## src/rtl/itch_msg_arbiter_pkg.sv

```systemverilog
// Shared constants, state encoding and index helper for the ITCH message arbiter.
package itch_pkg;

    localparam int         ITCH_ADD_MSG_BYTES = 15;
    localparam logic [7:0] ITCH_TYPE_ADD      = 8'h41;

    typedef enum logic [1:0] {
        ARB_IDLE  = 2'd0,
        ARB_FWD   = 2'd1,
        ARB_PAD   = 2'd2,
        ARB_DRAIN = 2'd3
    } arb_state_e;

    function automatic logic [7:0] rr_next(input logic [7:0] idx, input logic [7:0] num);
        logic [7:0] inc_v;
        inc_v = idx + 8'd1;
        return (inc_v >= num) ? 8'd0 : inc_v;
    endfunction

endpackage

```

## src/rtl/itch_msg_arbiter_if.sv

```systemverilog
// Source-feed and parser-side AXI-Stream bundle of the ITCH message arbiter.
interface itch_msg_arbiter_if #(
    parameter int NUM_SRC = 2,
    parameter int IDW     = (NUM_SRC > 1) ? $clog2(NUM_SRC) : 1
);
    logic [NUM_SRC*8-1:0] s_axis_tdata;
    logic [NUM_SRC-1:0]   s_axis_tvalid;
    logic [NUM_SRC-1:0]   s_axis_tlast;
    logic [NUM_SRC-1:0]   s_axis_tready;
    logic [7:0]           m_axis_tdata;
    logic                 m_axis_tvalid;
    logic                 m_axis_tready;
    logic                 m_axis_tlast;
    logic [IDW-1:0]       m_axis_tid;

    modport slave (
        input  s_axis_tdata, s_axis_tvalid, s_axis_tlast, m_axis_tready,
        output s_axis_tready, m_axis_tdata, m_axis_tvalid, m_axis_tlast, m_axis_tid
    );

    modport master (
        output s_axis_tdata, s_axis_tvalid, s_axis_tlast, m_axis_tready,
        input  s_axis_tready, m_axis_tdata, m_axis_tvalid, m_axis_tlast, m_axis_tid
    );
endinterface

```

## src/rtl/itch_msg_arbiter_rr.sv

```systemverilog
// Combinational round-robin picker: first requester at or after ptr, wrapping modulo NUM_SRC.
module rr_arbiter #(
    parameter int NUM_SRC = 2,
    parameter int IDW     = 1
) (
    input  logic [NUM_SRC-1:0] req,
    input  logic [IDW-1:0]     ptr,
    output logic [IDW-1:0]     gnt_idx,
    output logic               any_req
);

    // Scan upward from ptr; the first hit freezes the grant index.
    always_comb begin
        logic [IDW:0] cand_v;
        logic         hit_v;
        logic         found_v;
        gnt_idx = '0;
        found_v = 1'b0;
        cand_v  = '0;
        hit_v   = 1'b0;
        for (int i = 0; i < NUM_SRC; i++) begin
            cand_v  = {1'b0, ptr} + (IDW+1)'(i);
            cand_v  = (cand_v >= (IDW+1)'(NUM_SRC)) ? cand_v - (IDW+1)'(NUM_SRC) : cand_v;
            hit_v   = !found_v && req[cand_v[IDW-1:0]];
            gnt_idx = hit_v ? cand_v[IDW-1:0] : gnt_idx;
            found_v = found_v | hit_v;
        end
    end

    assign any_req = |req;

endmodule

```

## src/rtl/itch_msg_arbiter.sv

```systemverilog
// Round-robin per-message scheduler feeding one ITCH parser, framing every message to MSG_BYTES.
// Optional saturating statistics ports are built when ITCH_ARB_STATS_EN is defined.
module itch_msg_arbiter
    import itch_pkg::*;
#(
    parameter int NUM_SRC   = 2,
    parameter int MSG_BYTES = ITCH_ADD_MSG_BYTES,
    parameter int IDW       = (NUM_SRC > 1) ? $clog2(NUM_SRC) : 1
) (
    input  logic               clk,
    input  logic               rst_n,
    itch_msg_arbiter_if.slave  axis
`ifdef ITCH_ARB_STATS_EN
    ,
    output logic [31:0]        stat_msg_cnt,
    output logic [15:0]        stat_short_cnt,
    output logic [15:0]        stat_long_cnt
`endif
);

    localparam int             CNT_W    = (MSG_BYTES > 1) ? $clog2(MSG_BYTES) : 1;
    localparam logic [CNT_W-1:0] LAST_IDX = CNT_W'(MSG_BYTES - 1);

    arb_state_e         state_r, state_nxt_s;
    logic [IDW-1:0]     grant_r, grant_nxt_s;
    logic [IDW-1:0]     ptr_r, ptr_nxt_s, ptr_wrap_s, win_s;
    logic [CNT_W-1:0]   cnt_r, cnt_nxt_s;
    logic               any_req_s, at_last_s;
    logic [7:0]         src_data_s;
    logic               src_valid_s, src_last_s;
    logic [7:0]         m_tdata_s;
    logic               m_tvalid_s, m_tlast_s;
    logic [NUM_SRC-1:0] s_tready_s;
    logic               msg_evt_s, short_evt_s, long_evt_s;

    rr_arbiter #(.NUM_SRC(NUM_SRC), .IDW(IDW)) u_rr (
        .req     (axis.s_axis_tvalid),
        .ptr     (ptr_r),
        .gnt_idx (win_s),
        .any_req (any_req_s)
    );

    assign src_data_s  = axis.s_axis_tdata[{grant_r, 3'b000} +: 8];
    assign src_valid_s = axis.s_axis_tvalid[grant_r];
    assign src_last_s  = axis.s_axis_tlast[grant_r];
    assign at_last_s   = (cnt_r == LAST_IDX);
    assign ptr_wrap_s  = IDW'(rr_next(8'(grant_r), 8'(NUM_SRC)));

    // State, grant, round-robin pointer and byte counter registers.
    always_ff @(posedge clk or negedge rst_n) begin
        if (!rst_n) begin
            state_r <= ARB_IDLE;
            grant_r <= '0;
            ptr_r   <= '0;
            cnt_r   <= '0;
        end else begin
            state_r <= state_nxt_s;
            grant_r <= grant_nxt_s;
            ptr_r   <= ptr_nxt_s;
            cnt_r   <= cnt_nxt_s;
        end
    end

    // Next-state and output mux; data path is combinational from the granted source.
    always_comb begin
        state_nxt_s = state_r;
        grant_nxt_s = grant_r;
        ptr_nxt_s   = ptr_r;
        cnt_nxt_s   = cnt_r;
        m_tdata_s   = 8'h00;
        m_tvalid_s  = 1'b0;
        m_tlast_s   = 1'b0;
        s_tready_s  = '0;
        msg_evt_s   = 1'b0;
        short_evt_s = 1'b0;
        long_evt_s  = 1'b0;
        case (state_r)
            ARB_IDLE: begin
                if (any_req_s) begin
                    grant_nxt_s = win_s;
                    cnt_nxt_s   = '0;
                    state_nxt_s = ARB_FWD;
                end else begin
                    state_nxt_s = ARB_IDLE;
                end
            end
            ARB_FWD: begin
                m_tdata_s           = src_data_s;
                m_tvalid_s          = src_valid_s;
                m_tlast_s           = at_last_s;
                s_tready_s[grant_r] = axis.m_axis_tready;
                if (src_valid_s && axis.m_axis_tready) begin
                    cnt_nxt_s = cnt_r + CNT_W'(1);
                    if (src_last_s && at_last_s) begin
                        state_nxt_s = ARB_IDLE;
                        ptr_nxt_s   = ptr_wrap_s;
                        msg_evt_s   = 1'b1;
                    end else if (src_last_s) begin
                        state_nxt_s = ARB_PAD;
                        short_evt_s = 1'b1;
                    end else if (at_last_s) begin
                        // Parser frame is full; the rest of the source message is swallowed.
                        state_nxt_s = ARB_DRAIN;
                        long_evt_s  = 1'b1;
                        msg_evt_s   = 1'b1;
                    end else begin
                        state_nxt_s = ARB_FWD;
                    end
                end else begin
                    state_nxt_s = ARB_FWD;
                end
            end
            ARB_PAD: begin
                m_tvalid_s = 1'b1;
                m_tlast_s  = at_last_s;
                if (axis.m_axis_tready) begin
                    cnt_nxt_s = cnt_r + CNT_W'(1);
                    if (at_last_s) begin
                        state_nxt_s = ARB_IDLE;
                        ptr_nxt_s   = ptr_wrap_s;
                        msg_evt_s   = 1'b1;
                    end else begin
                        state_nxt_s = ARB_PAD;
                    end
                end else begin
                    state_nxt_s = ARB_PAD;
                end
            end
            ARB_DRAIN: begin
                s_tready_s[grant_r] = 1'b1;
                if (src_valid_s && src_last_s) begin
                    state_nxt_s = ARB_IDLE;
                    ptr_nxt_s   = ptr_wrap_s;
                end else begin
                    state_nxt_s = ARB_DRAIN;
                end
            end
            default: begin
                state_nxt_s = ARB_IDLE;
            end
        endcase
    end

    assign axis.m_axis_tdata  = m_tdata_s;
    assign axis.m_axis_tvalid = m_tvalid_s;
    assign axis.m_axis_tlast  = m_tlast_s;
    assign axis.s_axis_tready = s_tready_s;
    assign axis.m_axis_tid    = grant_r;

`ifdef ITCH_ARB_STATS_EN
    logic [31:0] msg_cnt_r;
    logic [15:0] short_cnt_r, long_cnt_r;

    // Saturating message, short-message and long-message counters.
    always_ff @(posedge clk or negedge rst_n) begin
        if (!rst_n) begin
            msg_cnt_r   <= 32'd0;
            short_cnt_r <= 16'd0;
            long_cnt_r  <= 16'd0;
        end else begin
            if (msg_evt_s && (msg_cnt_r != 32'hFFFF_FFFF)) msg_cnt_r <= msg_cnt_r + 32'd1;
            if (short_evt_s && (short_cnt_r != 16'hFFFF)) short_cnt_r <= short_cnt_r + 16'd1;
            if (long_evt_s && (long_cnt_r != 16'hFFFF)) long_cnt_r <= long_cnt_r + 16'd1;
        end
    end

    assign stat_msg_cnt   = msg_cnt_r;
    assign stat_short_cnt = short_cnt_r;
    assign stat_long_cnt  = long_cnt_r;
`else
    logic stats_unused_s;
    assign stats_unused_s = ^{msg_evt_s, short_evt_s, long_evt_s};
`endif

endmodule

```

## src/flat_wrapper.sv

```systemverilog
// flat-port wrapper written by rule: the top's interface ports become plain ports
module itch_msg_arbiter_flat import itch_pkg::*;
#(
    parameter int NUM_SRC   = 2,
    parameter int MSG_BYTES = ITCH_ADD_MSG_BYTES,
    parameter int IDW       = (NUM_SRC > 1) ? $clog2(NUM_SRC) : 1
)
  (clk, rst_n, axis_s_axis_tdata, axis_s_axis_tvalid, axis_s_axis_tlast, axis_m_axis_tready, axis_s_axis_tready, axis_m_axis_tdata, axis_m_axis_tvalid, axis_m_axis_tlast, axis_m_axis_tid);
  itch_msg_arbiter_if #(.NUM_SRC(NUM_SRC), .IDW(IDW)) axis_i ();
  input  logic clk;
  input  logic rst_n;
  input wire logic [$bits(axis_i.s_axis_tdata)-1:0] axis_s_axis_tdata;
  input wire logic [$bits(axis_i.s_axis_tvalid)-1:0] axis_s_axis_tvalid;
  input wire logic [$bits(axis_i.s_axis_tlast)-1:0] axis_s_axis_tlast;
  input wire logic [$bits(axis_i.m_axis_tready)-1:0] axis_m_axis_tready;
  output wire logic [$bits(axis_i.s_axis_tready)-1:0] axis_s_axis_tready;
  output wire logic [$bits(axis_i.m_axis_tdata)-1:0] axis_m_axis_tdata;
  output wire logic [$bits(axis_i.m_axis_tvalid)-1:0] axis_m_axis_tvalid;
  output wire logic [$bits(axis_i.m_axis_tlast)-1:0] axis_m_axis_tlast;
  output wire logic [$bits(axis_i.m_axis_tid)-1:0] axis_m_axis_tid;
  assign axis_i.s_axis_tdata = axis_s_axis_tdata;
  assign axis_i.s_axis_tvalid = axis_s_axis_tvalid;
  assign axis_i.s_axis_tlast = axis_s_axis_tlast;
  assign axis_i.m_axis_tready = axis_m_axis_tready;
  assign axis_s_axis_tready = axis_i.s_axis_tready;
  assign axis_m_axis_tdata = axis_i.m_axis_tdata;
  assign axis_m_axis_tvalid = axis_i.m_axis_tvalid;
  assign axis_m_axis_tlast = axis_i.m_axis_tlast;
  assign axis_m_axis_tid = axis_i.m_axis_tid;
  itch_msg_arbiter #(.NUM_SRC(NUM_SRC), .MSG_BYTES(MSG_BYTES), .IDW(IDW)) u_core (.clk(clk), .rst_n(rst_n), .axis(axis_i));
endmodule
```

## config.mk

```make
export PLATFORM = sky130hd
export DESIGN_NAME = itch_msg_arbiter_flat
export DESIGN_NICKNAME = d
export VERILOG_FILES = /design/src/rtl/itch_msg_arbiter_pkg.sv /design/src/rtl/itch_msg_arbiter_if.sv /design/src/rtl/itch_msg_arbiter_rr.sv /design/src/rtl/itch_msg_arbiter.sv /design/src/flat_wrapper.sv
export SDC_FILE = /design/constraint.sdc
export NUM_CORES = 1
export LEC_CHECK = 0
export ABC_AREA = 1
export BUFFER_PORTS_ARGS = -buffer_cell sky130_fd_sc_hd__buf_2
export CAP_MARGIN = 10
export CELL_PAD_IN_SITES_DETAIL_PLACEMENT = 0
export CELL_PAD_IN_SITES_GLOBAL_PLACEMENT = 1
export CORE_MARGIN = 2
export CORE_UTILIZATION = 31
export CTS_CLUSTER_DIAMETER = 40
export DETAILED_ROUTE_END_ITERATION = 12
export PLACE_DENSITY = 0.76
export SETUP_SLACK_MARGIN = 0.1
export SYNTH_ARGS = -nofsm -noshare
export SYNTH_HDL_FRONTEND = slang
export SYNTH_HIERARCHICAL = 1
export SYNTH_SLANG_ARGS = --single-unit
```

## constraint.sdc

```tcl
create_clock -name clk -period 1.5 [get_ports clk]
set_input_delay 0.15 -clock clk [delete_from_list [all_inputs] [get_ports clk]]
set_output_delay 0.15 -clock clk [all_outputs]
set_load 0.05 [all_outputs]
```

; Word level (Yosys, flattened, before mapping)
; Index checks and enable logic that the tools add are counted.
; W data, S select, Z words.
[op_classes]
addsub = 5
magnitude_cmp = 7
eq_ne = 10
shifts = 1
n_mux = 38
bitwise_logic = 1
reduce_logical = 14
[ops]
columns = operator, count
row1 = $mux W1, 21
row2 = $shiftx A16 B5 Y8, 1
row3 = $mux W2, 7
row4 = $mux W4, 3
row5 = $pmux W4 S3, 1
row6 = $ne A2 B1 Y1 const B, 5
row7 = $mux W8, 1
row8 = $pmux W2 S4, 1
row9 = $lt A1 B2 Y1 const B, 3
row10 = $reduce_and A6 Y1, 1
row11 = $reduce_bool A3 Y1, 2
row12 = $logic_and A1 B1 Y1, 5
row13 = $add A1 B1 Y2 const B, 2
row14 = $add A4 B1 Y4 const B, 1
row15 = $eq A2 B2 Y1 const B, 2
row16 = $eq A4 B4 Y1 const B, 1
row17 = $ge A2 B2 Y1 const B, 2
row18 = $pmux W2 S2, 1
row19 = $reduce_and A4 Y1, 1
row20 = $reduce_or A2 Y1, 2
row21 = $pmux W1 S3, 1
row22 = $and A2 B2 Y2, 1
row23 = $eq A2 B1 Y1 const B, 1
row24 = $ge A1 B2 Y1 const B, 1
row25 = other kinds (8), 9
[word_totals]
ff_bits = 8
inputBits = 23
output_inout_bits = 13

; Logic depth before layout (Yosys ltp)
[depth]
depth_word = 7
ltp_mapped = 10
ltp_nobuf = 10

; Modules after synthesis
; The synthesis kept the hierarchy.
[modules_own_cells]
columns = module, n_inst, cells_per_inst, area_each_um2
row1 = itch_msg_arbiter, 1, 114, 807.0
row2 = rr_arbiter, 1, 4, 18.8

; Worst setup path before layout
; Ideal clock, no wire load.
[synth_path]
kind = reg2out
start = register u_core.state_r[1]
end = output axis_m_axis_tvalid
arrival_ns = 1.780
required_time_ns = 1.350
setup_slack_ns = -0.430
path_stages_with_launch = 6
path_cell_list = dfrtp_1 > inv_1 > ha_1 > clkbuf_1 > nand2_1 > a21oi_1
[synth_between]
elab_chain_cells = 2
word_cells_on_any_way = 3
[synth_rtl]
columns = item, line
row1 = start: declaration, itch_msg_arbiter.sv:24  ; arb_state_e state_r, state_nxt_s;
row2 = start signal: assignment, itch_msg_arbiter.sv:57  ; state_r <= state_nxt_s;
row3 = $eq A2 B2 Y1 / $eq A2 B1 Y1 (equally long branches), itch_msg_arbiter.sv:77  ; case (state_r)
row4 = $pmux W1 S2 (*), itch_msg_arbiter.sv:77
row5 = end: declaration, flat_wrapper.sv:18  ; output wire logic [$bits(axis_i.m_axis_tvalid)-1:0] axis_m_axis_tvalid;
; Mark *: on every way between the ends. The rest lies on a longest branch, timed or not.

; Worst setup path after layout
[layout_path]
start = register u_core.state_r[1]
end = output axis_s_axis_tready[0]
[layout_between]
elab_chain_cells = 2
word_cells_on_any_way = 3
[layout_rtl]
columns = item, line
row1 = $eq A2 B2 Y1 / $eq A2 B1 Y1 (equally long branches), itch_msg_arbiter.sv:77
row2 = $pmux W2 S2 (*), itch_msg_arbiter.sv:77
row3 = end: declaration, flat_wrapper.sv:16  ; output wire logic [$bits(axis_i.s_axis_tready)-1:0] axis_s_axis_tready;
; Marks and branches as above.

==> run metrics <==
non-filler instance count after layout 204; Pins Over Slew Limit 0; Setup Crit Path Kind register to primary output; largest net degree at the start of global routing 12; Slew headroom 0.814; Setup TNS -0.256 ns; area leader, netlist dfrtp_1; failing checks negative setup slack; I/O Buffers 35; clock slew at the register clock pins of the worst setup and hold paths 0.06 ns; vias post-DR 958; H-tree depth 1; Worst-Skew Late Latency 0.25 ns; placed cells 187; Seq/Total Area, Yosys 0.242; RSZ-0062 raised after global routing true; CTS sink count 8; Final HPWL DP 1.81 mm; initial drt markers 16; most common cell after layout, fill and taps aside buf_2; Rows 18; Synth warnings 6; Initial Util 0.330; Pre-Repair DR Iteration Count 4; Core ar. 2500 um^2; HP Class primary input to register; area share of the largest cell type after synthesis 0.242; CTS tree yes; critical path's top delay family flip-flops; initial antenna violation count 0; post-route ant nets 0; Worst Path Max Fanout 5; Syn Area/Cell 7.00 um^2; Leak 0.752 nW; Worst Path Arrival 1.39 ns; Fin. Hold Viols 0; Chip Height 55.6 um; Layout Skew 0.00974 ns; Nets 205; via density per instance 4.70; final worst-path cycle share 1.03; root buffer cell clkbuf_4; drt total wl 2.41 mm; layout cells sized above 1 0.690; Hold WS 0.236 ns; Worst setup SP type register; commonest cells after routing, fill and taps aside buf_2, nor2_1, nor2_4, buf_4, buf_6; WL/cell 11.8 um; Slowest-stage cell, CP dfrtp_1; Tot GR Track Use 0.159; Antenna diodes 0; io pins 36; Mapped Nets 148; DR DRC count 0; most used cell, CP buf_6; synth-to-layout area growth 89.8%; top cells by area, synth dfrtp_1, nor2_1, ha_1, nand2_1, inv_1; setup violators final 12; Final Util 0.627; outcome finished with violations; Die W 55.6 um; total gr overflow 0; max-cap check violation count 0; Worst Tran Pin Value 0.279 ns; Synth Instances 118; CTS max path bufs 2; power per cell area 2450 nW/um^2; Crit. End Element primary output; worst setup margin -0.0394 ns; total die area 3090 um^2; Placer Congestion 0.929; synthesized cell area 826 um^2; Distinct cells, synth 25; worst path bufs/invs 3; first-pass GRT wire length 3.95 mm; ordered cell list for the critical path inv_2, ha_4, buf_6, a21oi_4, nor2_2, buf_6; CTS buffer count 3; Seq cells post-synth 8; Critical Path RT 1.35 ns; VDD IR max 1.97 mV; Slowest Stage Delay on Critical Path 0.40 ns; number of global-route vias before repair 961; FMAX 650 MHz; Period minus WS final 1.54 ns
final cells by class:
cell class,count,area (um^2)
inverter,16,67.6
timing repair buffer,55,458
tap,30,37.5
clock buffer,4,26.3
multi-input combinational,91,776
fill,220,932
sequential,8,203
Yosys cell counts, drive strengths merged:
master and instances:
dfrtp 8, ha 7, nand2 24, nor3 2, or2 2, clkbuf 1, a21oi 7, xor2 2
buf 2, nand3 7, o21ai 11, nor2 28, inv 16, o21bai 1
path summary, 6_finish.rpt:
kind,start,end,slack [ns],cells after the start
max in group asynchronous,rst_n,u_core/cnt_r[1],1.05,2
worst min-delay path,axis_s_axis_tvalid[0],u_core/axis.m_axis_tid,0.24,4
min in group asynchronous,rst_n,u_core/cnt_r[2],0.26,2
worst max register to register,u_core/cnt_r[0],u_core/ptr_r,0.08,10
worst max-delay path,u_core/state_r[1],axis_s_axis_tready[0],-0.04,6
worst min register to register,u_core/cnt_r[1],u_core/cnt_r[1],0.55,2
through the flow:
stage,cell area (um^2),setup slack [ns],total power [mW]
final,1570,-0.0394,3.84
after global routing,1570,-0.109,4.08
after CTS,1450,-0.0398,3.54
after detailed placement,1170,0.0470,2.74
after global placement,1170,0.0739,2.70
after floorplan,932,0.0891,2.28
power breakdown:
group | switching, mW | internal, mW | total [mW]
logic | 1.89 | 1.36 | 3.26
clock network | 0.0706 | 0.102 | 0.172
registers | 0.101 | 0.314 | 0.415
total | 2.06 | 1.78 | 3.84
cells by family (layout without fill, tap and decap cells):
| family | after synthesis | after routing | share of synthesized area |
|---|---|---|---|
| and+or+nand+nor | 63 | 63 | 0.408 |
| AOI/OAI and AO/OA | 19 | 19 | 0.123 |
| buffers and inverters | 19 | 75 | 0.100 |
| DFF | 8 | 8 | 0.242 |
| adders and majority gates | 7 | 7 | 0.106 |
| xor gates and xnor gates | 2 | 2 | 0.0212 |
worst register-to-register path: stages (launching register included):
cell and delay, ns:
dfrtp_1 0.38, inv_2 0.08, ha_4 0.13, nand3_2 0.10
buf_6 0.15, inv_1 0.06, nand2_1 0.06, nand2_2 0.09
nand2_2 0.06, o21bai_1 0.14, nand2_1 0.07
repair_timing:
action	in CTS	in global routing
endpoints found under the hold margin	8	0
pin swaps	8	12
hold buffers	1	0
gates resized for setup	55	22
setup buffers	9	3
endpoints found under the setup margin	17	19
registers in the layout, indices dropped and copies added, names as in the netlist:
register and cells:
u_core/state_r 2, u_core/ptr_r 1, u_core/cnt_r 4, u_core/axis.m_axis_tid 1
routing by layer:
| layer | track usage | part of all wire | wire [um] | vias up |
|---|---|---|---|---|
| met4 | 0.0209 | 0.0037 | 9 | 0 |
| met5 | 0 | 0 | 0 | - |
| met2 | 0.308 | 0.56 | 1350 | 24 |
| met3 | 0.0419 | 0.047 | 114 | 2 |
| li1 | - | - | - | 484 |
| met1 | 0.174 | 0.39 | 932 | 448 |
Note: power is estimated with default switching activity, not from simulation.
